$ cat src/rtl/hack_cpu_ctrl.sv
// ============================================================================
// hack_cpu_ctrl
// ----------------------------------------------------------------------------
// Multi-cycle control and register unit for the Hack CPU.
//
// Fetches 16-bit Hack instructions and holds the A, D and PC registers. It
// drives the control bits and operands of an external combinational Hack ALU
// and consumes the ALU result. Data memory is read and written through a
// req/ack handshake.
//
// Instruction flow (FSM):
//   FETCH  -> DECODE                    on imem_ack
//   DECODE -> FETCH                     A-instruction (commits in DECODE)
//   DECODE -> MEMRD                     C-instruction with comp using M
//   DECODE -> EXEC                      C-instruction with comp using A
//   MEMRD  -> EXEC                      on dmem_ack
//   EXEC   -> MEMWR                     dest includes M
//   EXEC   -> FETCH                     otherwise (commits in EXEC)
//   MEMWR  -> FETCH                     on dmem_ack (commits in MEMWR)
//
// Ports:
//   clk, rst                   clock, asynchronous active-high reset
//   imem_req/addr/rdata/ack    instruction fetch port (addr = PC)
//   dmem_req/we/addr/wdata/    data memory port (addr = A[14:0],
//   dmem_rdata/ack               wdata = ALU result latch R)
//   alu_x, alu_y               ALU operands (x = D, y = IR[12] ? M : A)
//   alu_zx..alu_no             ALU control bits = IR[11:6]
//   alu_out                    ALU result (combinational from alu_*)
//   pc, a_reg, d_reg           architectural register views
//   instr_done                 one-cycle pulse in the cycle that commits
// ============================================================================
module hack_cpu_ctrl (
    input  logic        clk,
    input  logic        rst,

    output logic        imem_req,
    output logic [14:0] imem_addr,
    input  logic [15:0] imem_rdata,
    input  logic        imem_ack,

    output logic        dmem_req,
    output logic        dmem_we,
    output logic [14:0] dmem_addr,
    output logic [15:0] dmem_wdata,
    input  logic [15:0] dmem_rdata,
    input  logic        dmem_ack,

    output logic [15:0] alu_x,
    output logic [15:0] alu_y,
    output logic        alu_zx,
    output logic        alu_nx,
    output logic        alu_zy,
    output logic        alu_ny,
    output logic        alu_f,
    output logic        alu_no,
    input  logic [15:0] alu_out,

    output logic [14:0] pc,
    output logic [15:0] a_reg,
    output logic [15:0] d_reg,
    output logic        instr_done
);

    typedef enum logic [2:0] {
        S_FETCH  = 3'd0,
        S_DECODE = 3'd1,
        S_MEMRD  = 3'd2,
        S_EXEC   = 3'd3,
        S_MEMWR  = 3'd4
    } state_t;

    state_t      r_state;
    state_t      w_next_state;

    logic [15:0] r_ir;      // current instruction
    logic [15:0] r_a;       // A register
    logic [15:0] r_d;       // D register
    logic [14:0] r_pc;      // program counter
    logic [15:0] r_m;       // latched data-memory read value
    logic [15:0] r_r;       // latched ALU result
    logic        r_taken;   // jump decision latched in EXEC for a MEMWR commit

    // Instruction field decode (C-instruction layout: 111a cccccc ddd jjj).
    logic        w_is_c;
    logic        w_comp_m;
    logic        w_dest_a;
    logic        w_dest_d;
    logic        w_dest_m;
    logic [2:0]  w_jmp;

    assign w_is_c   = r_ir[15];
    assign w_comp_m = r_ir[12];
    assign w_dest_a = r_ir[5];
    assign w_dest_d = r_ir[4];
    assign w_dest_m = r_ir[3];
    assign w_jmp    = r_ir[2:0];

    // Jump condition from the live ALU result (meaningful only in EXEC).
    logic        w_zr;
    logic        w_ng;
    logic        w_jump;

    assign w_zr   = (alu_out == 16'h0000);
    assign w_ng   = alu_out[15];
    assign w_jump = (w_jmp[2] & w_ng) | (w_jmp[1] & w_zr) | (w_jmp[0] & ~w_ng & ~w_zr);

    // PC+1 is 15 bits wide, so 0x7FFF wraps to 0x0000 naturally.
    logic [14:0] w_pc_inc;
    assign w_pc_inc = r_pc + 15'd1;

    // Commit data: in EXEC the result is still on alu_out (R is being loaded
    // on the same edge); in MEMWR it comes from the latched copies.
    logic        w_commit;
    logic [15:0] w_commit_val;
    logic        w_commit_taken;

    // ------------------------------------------------------------------------
    // FSM process 1: state register
    // ------------------------------------------------------------------------
    // NOTE: sequential state uses non-blocking assignments so every register
    // samples the pre-edge values; the async reset is in the sensitivity list.
    always_ff @(posedge clk or posedge rst) begin
        if (rst) begin
            r_state <= S_FETCH;
        end else begin
            r_state <= w_next_state;
        end
    end

    // ------------------------------------------------------------------------
    // FSM process 2: next-state logic
    // ------------------------------------------------------------------------
    // NOTE: the default assignment at the top keeps this block free of
    // inferred latches for every path through the case statement.
    always_comb begin
        w_next_state = r_state;
        case (r_state)
            S_FETCH: begin
                if (imem_ack) begin
                    w_next_state = S_DECODE;
                end
            end
            S_DECODE: begin
                if (!w_is_c) begin
                    w_next_state = S_FETCH;
                end else if (w_comp_m) begin
                    w_next_state = S_MEMRD;
                end else begin
                    w_next_state = S_EXEC;
                end
            end
            S_MEMRD: begin
                if (dmem_ack) begin
                    w_next_state = S_EXEC;
                end
            end
            S_EXEC: begin
                w_next_state = w_dest_m ? S_MEMWR : S_FETCH;
            end
            S_MEMWR: begin
                if (dmem_ack) begin
                    w_next_state = S_FETCH;
                end
            end
            default: begin
                w_next_state = S_FETCH;
            end
        endcase
    end

    // ------------------------------------------------------------------------
    // FSM process 3: outputs and commit controls
    // ------------------------------------------------------------------------
    always_comb begin
        imem_req       = 1'b0;
        dmem_req       = 1'b0;
        dmem_we        = 1'b0;
        instr_done     = 1'b0;
        w_commit       = 1'b0;
        w_commit_val   = r_r;
        w_commit_taken = r_taken;
        case (r_state)
            S_FETCH: begin
                // Reset parks the FSM in FETCH; hold the request low until
                // reset is released so no fetch is issued during reset.
                imem_req = ~rst;
            end
            S_DECODE: begin
                instr_done = ~w_is_c;
            end
            S_MEMRD: begin
                dmem_req = 1'b1;
            end
            S_EXEC: begin
                w_commit       = ~w_dest_m;
                instr_done     = ~w_dest_m;
                w_commit_val   = alu_out;
                w_commit_taken = w_jump;
            end
            S_MEMWR: begin
                dmem_req   = 1'b1;
                dmem_we    = 1'b1;
                w_commit   = dmem_ack;
                instr_done = dmem_ack;
            end
            default: begin
                imem_req = 1'b0;
            end
        endcase
    end

    // ------------------------------------------------------------------------
    // Datapath registers
    // ------------------------------------------------------------------------
    always_ff @(posedge clk or posedge rst) begin
        if (rst) begin
            r_ir    <= 16'h0000;
            r_a     <= 16'h0000;
            r_d     <= 16'h0000;
            r_pc    <= 15'h0000;
            r_m     <= 16'h0000;
            r_r     <= 16'h0000;
            r_taken <= 1'b0;
        end else begin
            case (r_state)
                S_FETCH: begin
                    if (imem_ack) begin
                        r_ir <= imem_rdata;
                    end
                end
                S_DECODE: begin
                    if (!w_is_c) begin
                        r_a  <= {1'b0, r_ir[14:0]};
                        r_pc <= w_pc_inc;
                    end
                end
                S_MEMRD: begin
                    if (dmem_ack) begin
                        r_m <= dmem_rdata;
                    end
                end
                S_EXEC: begin
                    r_r     <= alu_out;
                    r_taken <= w_jump;
                end
                default: begin
                end
            endcase

            // Commit. The jump target reads r_a before this edge, so an
            // instruction that both writes A and jumps uses the old A.
            if (w_commit) begin
                if (w_dest_a) begin
                    r_a <= w_commit_val;
                end
                if (w_dest_d) begin
                    r_d <= w_commit_val;
                end
                r_pc <= w_commit_taken ? r_a[14:0] : w_pc_inc;
            end
        end
    end

    // ------------------------------------------------------------------------
    // Output wiring
    // ------------------------------------------------------------------------
    assign imem_addr  = r_pc;
    assign dmem_addr  = r_a[14:0];
    assign dmem_wdata = r_r;

    assign alu_x  = r_d;
    assign alu_y  = w_comp_m ? r_m : r_a;
    assign alu_zx = r_ir[11];
    assign alu_nx = r_ir[10];
    assign alu_zy = r_ir[9];
    assign alu_ny = r_ir[8];
    assign alu_f  = r_ir[7];
    assign alu_no = r_ir[6];

    assign pc    = r_pc;
    assign a_reg = r_a;
    assign d_reg = r_d;

endmodule

$ cat config.mk
export PLATFORM = sky130hd
export DESIGN_NAME = hack_cpu_ctrl
export DESIGN_NICKNAME = d
export VERILOG_FILES = /design/src/rtl/hack_cpu_ctrl.sv
export SDC_FILE = /design/constraint.sdc
export NUM_CORES = 1
export LEC_CHECK = 0
export CORE_ASPECT_RATIO = 1.2
export CORE_MARGIN = 3
export CORE_UTILIZATION = 48
export CTS_CLUSTER_SIZE = 12
export DETAILED_ROUTE_END_ITERATION = 6
export PLACE_DENSITY = 0.86
export RECOVER_POWER = 50
export SYNTH_ARGS = -nofsm -noshare
export SYNTH_HDL_FRONTEND = slang
export SYNTH_SLANG_ARGS = --single-unit
$ cat constraint.sdc
create_clock -name clk -period 9.9 [get_ports clk]
set_input_delay 2.475 -clock clk [delete_from_list [all_inputs] [get_ports clk]]
set_output_delay 2.475 -clock clk [all_outputs]
set_load 0.02 [all_outputs]
Word-level counts from Yosys, hierarchy flattened --
Index checks and enable logic that the tools add are counted.
Word-level totals: memories 0, word-level logic and storage cells 60, latch bits 0, ROM bits 0, output and inout port bits 135, bits of input ports 52, RAM bits 0, register bits after elaboration 99
Cells by class: equal/unequal tests 8, magnitude comparators 0, $add $sub $neg 1, bitwise operators 11, reductions and logical operators 9, multipliers 0, muxes and demuxes 23, shift operators 0, div/mod/pow operators 0
Operators with widths (number):
- $mux W16 | 6
- $mux W15 | 4
- $logic_not A16 Y1 | 1
- $add A15 B1 Y15 const B | 1
- $pmux W3 S5 | 1
- $mux W3 | 4
- $reduce_and A2 Y1 | 4
- $eq A3 B2 Y1 const B | 2
- $ne A2 B2 Y1 const B | 3
- $mux W1 | 5
- $not A1 Y1 | 5
- $and A1 B1 Y1 | 4
- $eq A3 B1 Y1 const B | 1
- $eq A3 B3 Y1 const B | 1
- $logic_not A3 Y1 | 1
- $pmux W1 S3 | 1
- $reduce_and A3 Y1 | 1
- $mux W2 | 1
- $ne A2 B1 Y1 const B | 1
- $or A1 B1 Y1 | 2
- $pmux W1 S2 | 1
- $reduce_bool A2 Y1 | 1
- $reduce_or A2 Y1 | 1

Logic depth before layout (Yosys ltp) --
word-level depth 7, gate-level depth with buffers 9, mapped depth without buffers 6

Worst setup path before layout --
OpenSTA, ideal clock, no wires.
path type input-to-output, from in rst, to out imem_req, path buffers 0, setup slack 4323 ps, cell stages on the path 1, required time 7425 ps, arrival time 3102 ps, cells stage by stage nor4_1
Between the ends: longest elaborated chain between the ends 2
RTL lines:
- start: declaration | RTL line 34 | input logic rst,
- $not A1 Y1 | RTL line 186 | imem_req = ~rst;
- $mux W1 | RTL line 182 | case (r_state)
- end: declaration | RTL line 36 | output logic imem_req,
No other way between the ends.

Worst setup path after layout --
from in dmem_ack, to out instr_done
Between the ends: longest elaborated chain between the ends 1
RTL lines:
- start: declaration | RTL line 46 | input logic dmem_ack,
- $pmux W1 S3 | RTL line 182
- end: declaration | RTL line 61 | output logic instr_done
No other way between the ends.

==> flow_summary_export.csv <==
group,metric,value,unit
synth,syn_avg_cell_area,11.2,um2
placement,dpl-instance-area,6600,um2
timing,layout_min_cycle_time,7.12,ns
routing,drcViolationCount,0,
clock_network,cts_buffer_depth,2,
synth,synthesis.nets,502,
clock_network,clk_latency,0.35,ns
routing,vias,3928,
clock_network,root_buffer,"clkbuf_16",
timing,hold_viol,0,
clock_network,h-tree-depth,3,
power_and_ir_drop,p_leak,0.00307,uW
timing,rsz0062_at_grt,"false",
synth,yosysTopAreaCellShare,0.494,
placement,place_hpwl,10.1,mm
floorplan,dieArea,11700,um2
routing,wire_per_inst,19.0,um
power_and_ir_drop,power_density,368,nW/um2
layout,fin_cells,713,
timing,fin_crit_sh,0.719,
timing,finClkSkew,0.00906,ns
synth,synth_area_leader_cell,"dfrtp_1",
synth,synth_seq_cells,99,
layout,final_nets,635,
global_routing,grt_pass1_wl,21.8,mm
floorplan,initial_utilization,0.496,
placement,placed_cells_incl_taps,697,
global_routing,track_usage,0.234,
synth,netlist_area,5020,um2
run_status,status,"finished with violations",
floorplan,io_pins,187,
layout,final_area,6870,um2
global_routing,gr-total-overflow,0,
timing,max_freq,141,MHz
routing,drt_iter0_drc,195,
worst_setup_path,r2r_slack,6.95,ns
synth,yosysWarnings,0,
timing,drv_slew,77,
layout,num_antenna_cells,0,
worst_setup_path,start_kind,"primary input",
timing,tightest_slew,4.01,ns
synth,synth-edff-count,0,
power_and_ir_drop,vdd_drop_max,0.199,mV
global_routing,antenna_found_initial,0,
floorplan,die_x,99.3,um
routing,ant_nets,0,
clock_network,postCtsHoldBufs,0,
synth,seq_area_frac_synth,0.494,
synth,postSynthCellCount,449,
flow_run,cap_violations,1,
routing,avgViaCountPerCell,5.51,
worst_setup_path,cp_data_arrival_time,4.64,ns
placement,routabilityCongestion,0.903,
worst_setup_path,setup.worst_path.end_class,"output pin",
synth,ys_types,52,
timing,relSlewSlack,-1.68,
layout,drive_gt1_frac,0.165,
clock_network,cts_setup_buffers,0,
worst_hold_path,hold_class,"reg -> reg",
synth,synthFlopType,"dfrtp_1",
clock_network,cts_tree,"yes",
clock_network,clkSlewWorstSetupHoldPaths,0.07,ns
clock_network,clock_sinks,99,
worst_setup_path,worstPathMaxFanout,16,
routing,first_pass_iters,6,
placement,io_buffers,186,
floorplan,core_area,10100,um2
worst_setup_path,worstSetupPathType,"in -> out",
floorplan,die_h,118,um
global_routing,grt_max_degree,77,
clock_network,numCtsBuffers,9,
floorplan,fp-row-count,40,
routing,wirelength,13.6,mm
timing,finalSetupTns,0,ns
worst_setup_path,cp.required,7.43,ns
global_routing,grt_pass1_vias,4116,
timing,setup_violations,0,
synth,async_flop_share,1.00,
layout,area_delta_synth_final,36.9,%
clock_network,post_cts_resized,0,
synth,yosys-top-cells-area,"dfrtp_1 (49%), mux2_2 (15%), buf_4 (7.2%)",
run_status,violations,"capacitance limit, slew limit",
[cells in the mapped netlist, types with 2 or more instances]
library cell  number
a22o_1             2
o21ai_1            2
dfrtp_1           99
nor2_1             7
xnor2_1            5
nor4_1             6
nand2_1           50
and3_1             2
buf_4             48
o21ai_0           30
mux2_2            67
a21oi_1            7
or3_1              2
nand4_1            5
o221ai_1           3
o21bai_1           2
o22ai_1            4
nor3_1            10
and2_1             2
nand3_1            4
nand2b_1           3
buf_6              2
nand3b_1           2
inv_1             20
o221a_2            3
o211ai_1           5
buf_2              8
mux2i_1           18
clkbuf_1           8
[cell usage in the layout, fill, tap and decap left out, drive strengths merged, types with 3 or more instances in the layout]
cell / count
mux2i: 18
o211ai: 5
nand3b: 3
nand2: 51
dfrtp: 99
nor3: 11
mux2: 68
nand3: 4
nor2: 7
nand2b: 3
o221ai: 3
nand4: 5
inv: 25
o221a: 3
clkbuf: 11
nor4: 6
a21oi: 7
o22ai: 4
clkdlybuf4s50: 94
dlygate4sd3: 92
o21ai: 32
xnor2: 5
[cell families after synthesis]
logic type / Yosys count / share of synthesized area
buffers and inverters: 89 / 0.111
and+or+nand+nor: 101 / 0.103
muxes: 86 / 0.189
xor gates and xnor gates: 6 / 0.0105
DFF: 99 / 0.494
AOI/OAI and AO/OA: 67 / 0.0893
adders and majority gates: 1 / 0.00249
[cell type report]
class | instances | area (um2)
tap | 126 | 158
sequential | 99 | 2480
clock inverter | 7 | 70.1
multi-input combinational | 261 | 1970
timing repair buffer | 189 | 1880
inverter | 22 | 86.3
fill | 751 | 3240
clock buffer | 9 | 225
[per-layer routing]
layer | track usage | part of all wire
met1 | 0.297 | 0.40
met2 | 0.392 | 0.51
met3 | 0.0539 | 0.082
met4 | 0.0794 | 0.017
met5 | 0 | 0
[critical path: stages]
cell and delay, ns:
dlygate4sd3_1 0.62, a32oi_2 0.62, inv_2 0.30, clkdlybuf4s50_1 0.62
[metrics by stage]
step	total power, uW	util	hold slack [ns]	setup slack [ns]
floorplan	1670	-	0.474	4.32
global placement	2210	0.652	0.485	3.01
detailed placement	2250	0.652	0.493	2.94
CTS	2600	0.682	0.510	2.93
global route	2670	0.679	0.520	1.84
finish	2530	0.679	0.507	2.78
[report_power, final]
group | switching, uW | leakage (uW) | internal [uW]
Sequential | 212 | 0.00119 | 594
Combinational | 717 | 0.00174 | 659
Clock | 167 | 0.000142 | 178
[worst paths after layout]
path                                        start  cells past startpoint                        to
setup / recovery                         dmem_ack                      4                instr_done
min in group asynchronous                     rst                      2  imem_addr[8]$_DFFE_PP0P_
max in group asynchronous                     rst                      3    r_state[2]$_DFFE_PP0P_
hold / removal                 r_m[8]$_DFFE_PP0P_                      1        r_m[8]$_DFFE_PP0P_
setup reg to reg           r_state[1]$_DFFE_PP0P_                      4      alu_x[5]$_DFFE_PP0P_
hold reg to reg                r_m[8]$_DFFE_PP0P_                      1        r_m[8]$_DFFE_PP0P_
Power figures use the tool's default switching activity.
